File: src/rtl/spi_frame_decoder_if.sv
// Bundle of the raw SPI pins and the decoded write-strobe outputs of
// spi_frame_decoder. The slave modport is the decoder's view; the master
// modport is the view of whatever drives the pins and consumes the strobe.
interface spi_frame_decoder_if;
  logic       ncs;
  logic       copi;
  logic       sclk;
  logic       wr_valid;
  logic [6:0] wr_addr;
  logic [7:0] wr_data;
  logic       frame_err;
  logic [7:0] err_count;

  modport slave (
    input  ncs,
    input  copi,
    input  sclk,
    output wr_valid,
    output wr_addr,
    output wr_data,
    output frame_err,
    output err_count
  );

  modport master (
    output ncs,
    output copi,
    output sclk,
    input  wr_valid,
    input  wr_addr,
    input  wr_data,
    input  frame_err,
    input  err_count
  );
endinterface

File: src/rtl/spi_frame_decoder.sv
// SPI (mode 0) receive front end: synchronizes raw nCS/COPI/SCLK into clk,
// assembles 16-bit MSB-first frames {rw, addr[6:0], data[7:0]} and emits a
// one-cycle write strobe or a one-cycle frame error.
// Optional feature macro: SPI_FRAME_ERR_CNT_EN builds the saturating
// rejected-frame counter; without it err_count is tied to zero.
// Edge pulses are registered once after the history flop, so a strobe
// appears SYNC_STAGES+1 cycles after the first edge that samples nCS high.
module spi_frame_decoder #(
  parameter int         SYNC_STAGES = 2,
  parameter logic [6:0] ADDR_MAX    = 7'h04
) (
  input  logic                  clk,
  input  logic                  rst_n,
  spi_frame_decoder_if.slave    bus
);

  typedef enum logic [0:0] {
    ST_IDLE  = 1'b0,
    ST_SHIFT = 1'b1
  } state_t;

  localparam logic [4:0] CNT_FULL = 5'd16;
  localparam logic [4:0] CNT_OVR  = 5'd17;

  logic [SYNC_STAGES-1:0] ncs_sync_r;
  logic [SYNC_STAGES-1:0] sclk_sync_r;
  logic [SYNC_STAGES-1:0] copi_sync_r;
  logic                   ncs_hist_r;
  logic                   sclk_hist_r;
  logic                   ncs_fall_r;
  logic                   ncs_rise_r;
  logic                   sclk_rise_r;
  logic                   copi_bit_r;

  state_t                 state_r;
  logic [15:0]            shift_r;
  logic [4:0]             bit_cnt_r;
  logic                   wr_valid_r;
  logic [6:0]             wr_addr_r;
  logic [7:0]             wr_data_r;
  logic                   frame_err_r;

  logic                   frame_end_s;
  logic                   full_frame_s;
  logic                   accept_s;
  logic                   drop_s;
  logic                   reject_s;

  // Input synchronizers, idle levels on reset (nCS high, SCLK/COPI low).
  always_ff @(posedge clk or negedge rst_n) begin
    if (!rst_n) begin
      ncs_sync_r  <= {SYNC_STAGES{1'b1}};
      sclk_sync_r <= {SYNC_STAGES{1'b0}};
      copi_sync_r <= {SYNC_STAGES{1'b0}};
    end else begin
      ncs_sync_r  <= {ncs_sync_r[SYNC_STAGES-2:0], bus.ncs};
      sclk_sync_r <= {sclk_sync_r[SYNC_STAGES-2:0], bus.sclk};
      copi_sync_r <= {copi_sync_r[SYNC_STAGES-2:0], bus.copi};
    end
  end

  // History flops and registered edge pulses; COPI is delayed alongside so it
  // stays aligned with the SCLK rise pulse.
  always_ff @(posedge clk or negedge rst_n) begin
    if (!rst_n) begin
      ncs_hist_r  <= 1'b1;
      sclk_hist_r <= 1'b0;
      ncs_fall_r  <= 1'b0;
      ncs_rise_r  <= 1'b0;
      sclk_rise_r <= 1'b0;
      copi_bit_r  <= 1'b0;
    end else begin
      ncs_hist_r  <= ncs_sync_r[SYNC_STAGES-1];
      sclk_hist_r <= sclk_sync_r[SYNC_STAGES-1];
      ncs_fall_r  <= ncs_hist_r & ~ncs_sync_r[SYNC_STAGES-1];
      ncs_rise_r  <= ~ncs_hist_r & ncs_sync_r[SYNC_STAGES-1];
      sclk_rise_r <= ~sclk_hist_r & sclk_sync_r[SYNC_STAGES-1];
      copi_bit_r  <= copi_sync_r[SYNC_STAGES-1];
    end
  end

  // Frame classification at the end of a frame (nCS rising while shifting).
  always_comb begin
    frame_end_s  = 1'b0;
    full_frame_s = 1'b0;
    accept_s     = 1'b0;
    drop_s       = 1'b0;
    reject_s     = 1'b0;
    if ((state_r == ST_SHIFT) && ncs_rise_r) begin
      frame_end_s  = 1'b1;
      full_frame_s = (bit_cnt_r == CNT_FULL);
      if (full_frame_s && !shift_r[15]) begin
        drop_s = 1'b1;
      end else if (full_frame_s && (shift_r[14:8] <= ADDR_MAX)) begin
        accept_s = 1'b1;
      end else begin
        reject_s = 1'b1;
      end
    end else begin
      frame_end_s = 1'b0;
    end
  end

  // Frame FSM with shift register, saturating bit counter and strobe outputs.
  always_ff @(posedge clk or negedge rst_n) begin
    if (!rst_n) begin
      state_r     <= ST_IDLE;
      shift_r     <= 16'h0000;
      bit_cnt_r   <= 5'd0;
      wr_valid_r  <= 1'b0;
      wr_addr_r   <= 7'h00;
      wr_data_r   <= 8'h00;
      frame_err_r <= 1'b0;
    end else begin
      wr_valid_r  <= 1'b0;
      frame_err_r <= 1'b0;
      case (state_r)
        ST_IDLE: begin
          // SCLK edges here (including one coincident with nCS falling) are
          // ignored: the frame starts from a cleared shift register.
          if (ncs_fall_r) begin
            state_r   <= ST_SHIFT;
            shift_r   <= 16'h0000;
            bit_cnt_r <= 5'd0;
          end else begin
            state_r <= ST_IDLE;
          end
        end
        ST_SHIFT: begin
          // nCS rising wins over a coincident SCLK edge.
          if (frame_end_s) begin
            state_r <= ST_IDLE;
            if (accept_s) begin
              wr_valid_r <= 1'b1;
              wr_addr_r  <= shift_r[14:8];
              wr_data_r  <= shift_r[7:0];
            end else if (reject_s) begin
              frame_err_r <= 1'b1;
            end else begin
              wr_valid_r <= 1'b0;
            end
          end else if (sclk_rise_r) begin
            shift_r <= {shift_r[14:0], copi_bit_r};
            if (bit_cnt_r != CNT_OVR) begin
              bit_cnt_r <= bit_cnt_r + 5'd1;
            end else begin
              bit_cnt_r <= CNT_OVR;
            end
          end else begin
            state_r <= ST_SHIFT;
          end
        end
        default: begin
          state_r <= ST_IDLE;
        end
      endcase
    end
  end

`ifdef SPI_FRAME_ERR_CNT_EN
  logic [7:0] err_cnt_r;

  // Saturating count of rejected frames, stepping with the frame_err edge.
  always_ff @(posedge clk or negedge rst_n) begin
    if (!rst_n) begin
      err_cnt_r <= 8'h00;
    end else if (reject_s && (err_cnt_r != 8'hFF)) begin
      err_cnt_r <= err_cnt_r + 8'h01;
    end else begin
      err_cnt_r <= err_cnt_r;
    end
  end

  assign bus.err_count = err_cnt_r;
`else
  assign bus.err_count = 8'h00;
`endif

  assign bus.wr_valid  = wr_valid_r;
  assign bus.wr_addr   = wr_addr_r;
  assign bus.wr_data   = wr_data_r;
  assign bus.frame_err = frame_err_r;

endmodule

File: src/flat_wrapper.sv
// flat-port wrapper written by rule: the top's interface ports become plain ports
module spi_frame_decoder_flat 
#(
  parameter int         SYNC_STAGES = 2,
  parameter logic [6:0] ADDR_MAX    = 7'h04
)
  (clk, rst_n, bus_ncs, bus_copi, bus_sclk, bus_wr_valid, bus_wr_addr, bus_wr_data, bus_frame_err, bus_err_count);
  spi_frame_decoder_if bus_i ();
  input  logic clk;
  input  logic rst_n;
  input wire logic [$bits(bus_i.ncs)-1:0] bus_ncs;
  input wire logic [$bits(bus_i.copi)-1:0] bus_copi;
  input wire logic [$bits(bus_i.sclk)-1:0] bus_sclk;
  output wire logic [$bits(bus_i.wr_valid)-1:0] bus_wr_valid;
  output wire logic [$bits(bus_i.wr_addr)-1:0] bus_wr_addr;
  output wire logic [$bits(bus_i.wr_data)-1:0] bus_wr_data;
  output wire logic [$bits(bus_i.frame_err)-1:0] bus_frame_err;
  output wire logic [$bits(bus_i.err_count)-1:0] bus_err_count;
  assign bus_i.ncs = bus_ncs;
  assign bus_i.copi = bus_copi;
  assign bus_i.sclk = bus_sclk;
  assign bus_wr_valid = bus_i.wr_valid;
  assign bus_wr_addr = bus_i.wr_addr;
  assign bus_wr_data = bus_i.wr_data;
  assign bus_frame_err = bus_i.frame_err;
  assign bus_err_count = bus_i.err_count;
  spi_frame_decoder #(.SYNC_STAGES(SYNC_STAGES), .ADDR_MAX(ADDR_MAX)) u_core (.clk(clk), .rst_n(rst_n), .bus(bus_i));
endmodule
File: config.mk
export PLATFORM = sky130hd
export DESIGN_NAME = spi_frame_decoder_flat
export DESIGN_NICKNAME = d
export VERILOG_FILES = /design/src/rtl/spi_frame_decoder_if.sv /design/src/rtl/spi_frame_decoder.sv /design/src/flat_wrapper.sv
export SDC_FILE = /design/constraint.sdc
export NUM_CORES = 1
export LEC_CHECK = 0
export CORE_UTILIZATION = 35
export CTS_BUF_LIST = sky130_fd_sc_hd__clkbuf_16
export DETAILED_ROUTE_END_ITERATION = 7
export PLACE_DENSITY = 0.52
export SLEW_MARGIN = 20
export SYNTH_ARGS = -nofsm -noshare
export SYNTH_HDL_FRONTEND = slang
export SYNTH_SLANG_ARGS = --single-unit
export TNS_END_PERCENT = 1
File: constraint.sdc
create_clock -name clk -period 2 [get_ports clk]
set_input_delay 0.2 -clock clk [delete_from_list [all_inputs] [get_ports clk]]
set_output_delay 0.2 -clock clk [all_outputs]
set_load 0.02 [all_outputs]
==> results.tsv <==
stage	metric	value	unit
global_routing	antenna_found_initial	0	
min_path	hold_class	in -> async	
global_routing	use_met2	21.6	%
clock_tree	cts_root_buffer	clkbuf_16	
finish	antenna_cells	0	
logic_synthesis	ys_seq_elements	51	
clock_tree	cts.clk_slew.worst_paths	70	ps
worst_setup_path	crit_arrival	1900	ps
detailed_routing	drtPass1Iterations	5	
global_routing	met1_usage	16.7	%
timing	setup_viol	0	
global_routing	busiest_layer	met2	
logic_synthesis	syn-cell-area	2100	um^2
logic_synthesis	synthArstFlopShare	100	%
global_routing	grt_max_degree	38	
clock_tree	cts_hold_buf	0	
worst_setup_path	end_kind	flip-flop	
logic_synthesis	synth_top_flop_cell	dfrtp_1	
die	dieWidth	79.5	um
finish	multi_input_area	714	um^2
finish	syn_to_final_growth	19.1	%
placed_design	io_buffer_count	21	
clock_tree	cts_setup_buffers	0	
timing	hold_viol	0	
timing	fin_tns_setup	0	ps
timing	slew_headroom	45.2	%
worst_setup_path	critPathRequiredTime	2170	ps
finish	drive_above_1_share	18.5	%
pwr	leakagePower	1.12	nW
finish	regArea	1280	um^2
clock_tree	cts.sinks	51	
detailed_routing	vias	1322	
placed_design	gp_congestion	0.718	
timing	rsz0062_at_grt	false	
detailed_routing	via_per_inst	4.86	
logic_synthesis	ys_seq_area_share	60.8	%
global_routing	grt_pass1_vias	1335	
die	dieArea	6330	um^2
die	coreArea	5640	um^2
die	start_util	37.3	%
logic_synthesis	synth-edff-count	0	
worst_setup_path	start_kind	flip-flop	
clock_tree	cts.path.max_buffers	2	
detailed_routing	drt_iter0_drc	90	
die	io_pins	30	
finish	final_common_cell	dfrtp_1	
finish	layout_common_cells	dfrtp_1, nand3_1, clkdlybuf4s50_1	
finish	nFillCells	509	
clock_tree	numCtsBuffers	5	
detailed_routing	drc_errors	0	
detailed_routing	drt-total-wl	3670	um
finish	finalNetCount	207	
die	rows	27	
detailed_routing	ant_nets	0	
run	maxCapViolCount	0	
pwr	total_power	2.24	mW
timing	max_freq	581	MHz
finish	utilization	44.4	%
timing	period_share	86.1	%
logic_synthesis	yosysWarnings	0	
die	fp.dieH	79.5	um
detailed_routing	wl_per_cell	13.5	um
timing	period_minus_slack	1720	ps
pwr	vdd_ir_drop_max	0.410	mV
clock_tree	cts_resized	0	
global_routing	globalRouteOverflowTotal	0	
logic_synthesis	ys_types	34	
global_routing	use_met3	3.89	%
timing	slew_viol_final	0	
global_routing	grt_first_pass_wirelength	6450	um
timing	worst_pin_slew	822	ps
worst_setup_path	cp_max_fo	16	
global_routing	track_usage	13.4	%
logic_synthesis	synthCells	176	
timing	skew	4.38	ps
pwr	p_per_area	892	nW/um^2
logic_synthesis	avgSynthCellArea	12.0	um^2
clock_tree	cts.htree.levels	2	
worst_setup_path	criticalPathCategory	reg -> reg	
placed_design	place.detailed.hpwl	2430	um
outcome	status	finished, final reports clean	
clock_tree	cts_tree	built	
clock_tree	clk_latency	290	ps
## sequential cells by signal (all words and copies together) (netlist names), 2 cells and up
signal              count
u_core.shift_r         16
u_core.bus.wr_data      8
u_core.bus.wr_addr      7
u_core.bit_cnt_r        5
u_core.copi_sync_r      2
u_core.ncs_sync_r       2
u_core.sclk_sync_r      2
## critical path, cell delays in order (launching register included)
cell	delay, ps
dfrtp_1	430
inv_1	80
ha_1	130
and4bb_2	270
nand4_4	300
mux2_4	400
## report_power, final
| group | total [mW] | leakage, nW | switching [mW] | internal [mW] |
|---|---|---|---|---|
| logic | 0.249 | 0.379 | 0.153 | 0.0956 |
| clock network | 0.830 | 0.0674 | 0.369 | 0.461 |
| registers | 1.16 | 0.677 | 0.0614 | 1.10 |
| total | 2.24 | 1.12 | 0.583 | 1.65 |
## metal layers
layer | share of wire [%] | routed length [um] | vias to the layer above
li1 | - | - | 632
met1 | 48 | 1760 | 656
met2 | 47 | 1710 | 29
met3 | 4.3 | 158 | 5
met4 | 0.98 | 36 | 0
met5 | 0 | 0 | -
## synthesized netlist by cell type (3+ instances only)
library cell | instances | area, um^2
mux2_4 | 5 | 75.1
dfstp_2 | 3 | 78.8
ha_1 | 3 | 37.5
clkbuf_1 | 7 | 26.3
dfrtp_1 | 48 | 1200
nor2b_1 | 3 | 18.8
o21ai_0 | 19 | 95.1
and2_2 | 4 | 30.0
nand3_1 | 20 | 100
inv_1 | 7 | 26.3
mux2_2 | 7 | 78.8
nand2_1 | 18 | 67.6
buf_4 | 9 | 67.6
## path summary, 6_finish.rpt
kind                                            startpoint                                end  slack [ps]  cells past startpoint
min reg2reg                u_core.sclk_sync_r[0]$_DFF_PN0_    u_core.sclk_sync_r[1]$_DFF_PN0_         350                      0
min in group clk                                   bus_ncs     u_core.ncs_sync_r[0]$_DFF_PN1_         320                      1
min                                                  rst_n      u_core.bus.wr_valid$_DFF_PN0_           5                      1
max reg2reg                u_core.bit_cnt_r[0]$_DFFE_PN0P_  u_core.bus.wr_addr[0]$_DFFE_PN0P_         280                      5
max                        u_core.bit_cnt_r[0]$_DFFE_PN0P_  u_core.bus.wr_addr[0]$_DFFE_PN0P_         280                      5
max in group asynchronous                            rst_n  u_core.bus.wr_data[1]$_DFFE_PN0P_        1370                      2
## area by class of cell
class,count,share of cell area [%]
multi-input cells,107,28.5
clock buffers,5,4.99
clock inverters,3,0.799
repair buffers,27,9.99
well taps,72,3.59
inverters,7,1.05
flip-flops and latches,51,51.1
## through the flow
step	hold slack, ps	cell area, um^2	instances	worst slack [ps]
finish	4.91	2510	272	278
detailed placement	342	2360	264	272
global route	51.8	2510	272	150
global placement	336	2360	264	324
floorplan	-95.6	2130	183	404
CTS	31.7	2510	272	267
## cells by family (layout without fill, tap and decap cells)
group | Yosys count | in the layout | synth area share (%)
muxes | 12 | 12 | 7.31
other | 1 | 8 | 0.178
adders and majority gates | 3 | 3 | 1.78
AOI/OAI and AO/OA | 28 | 28 | 7.73
DFF | 51 | 51 | 60.8
and+or+nand+nor | 56 | 56 | 15.7
buffers and inverters | 25 | 42 | 6.48
Power figures use the tool's default switching activity.
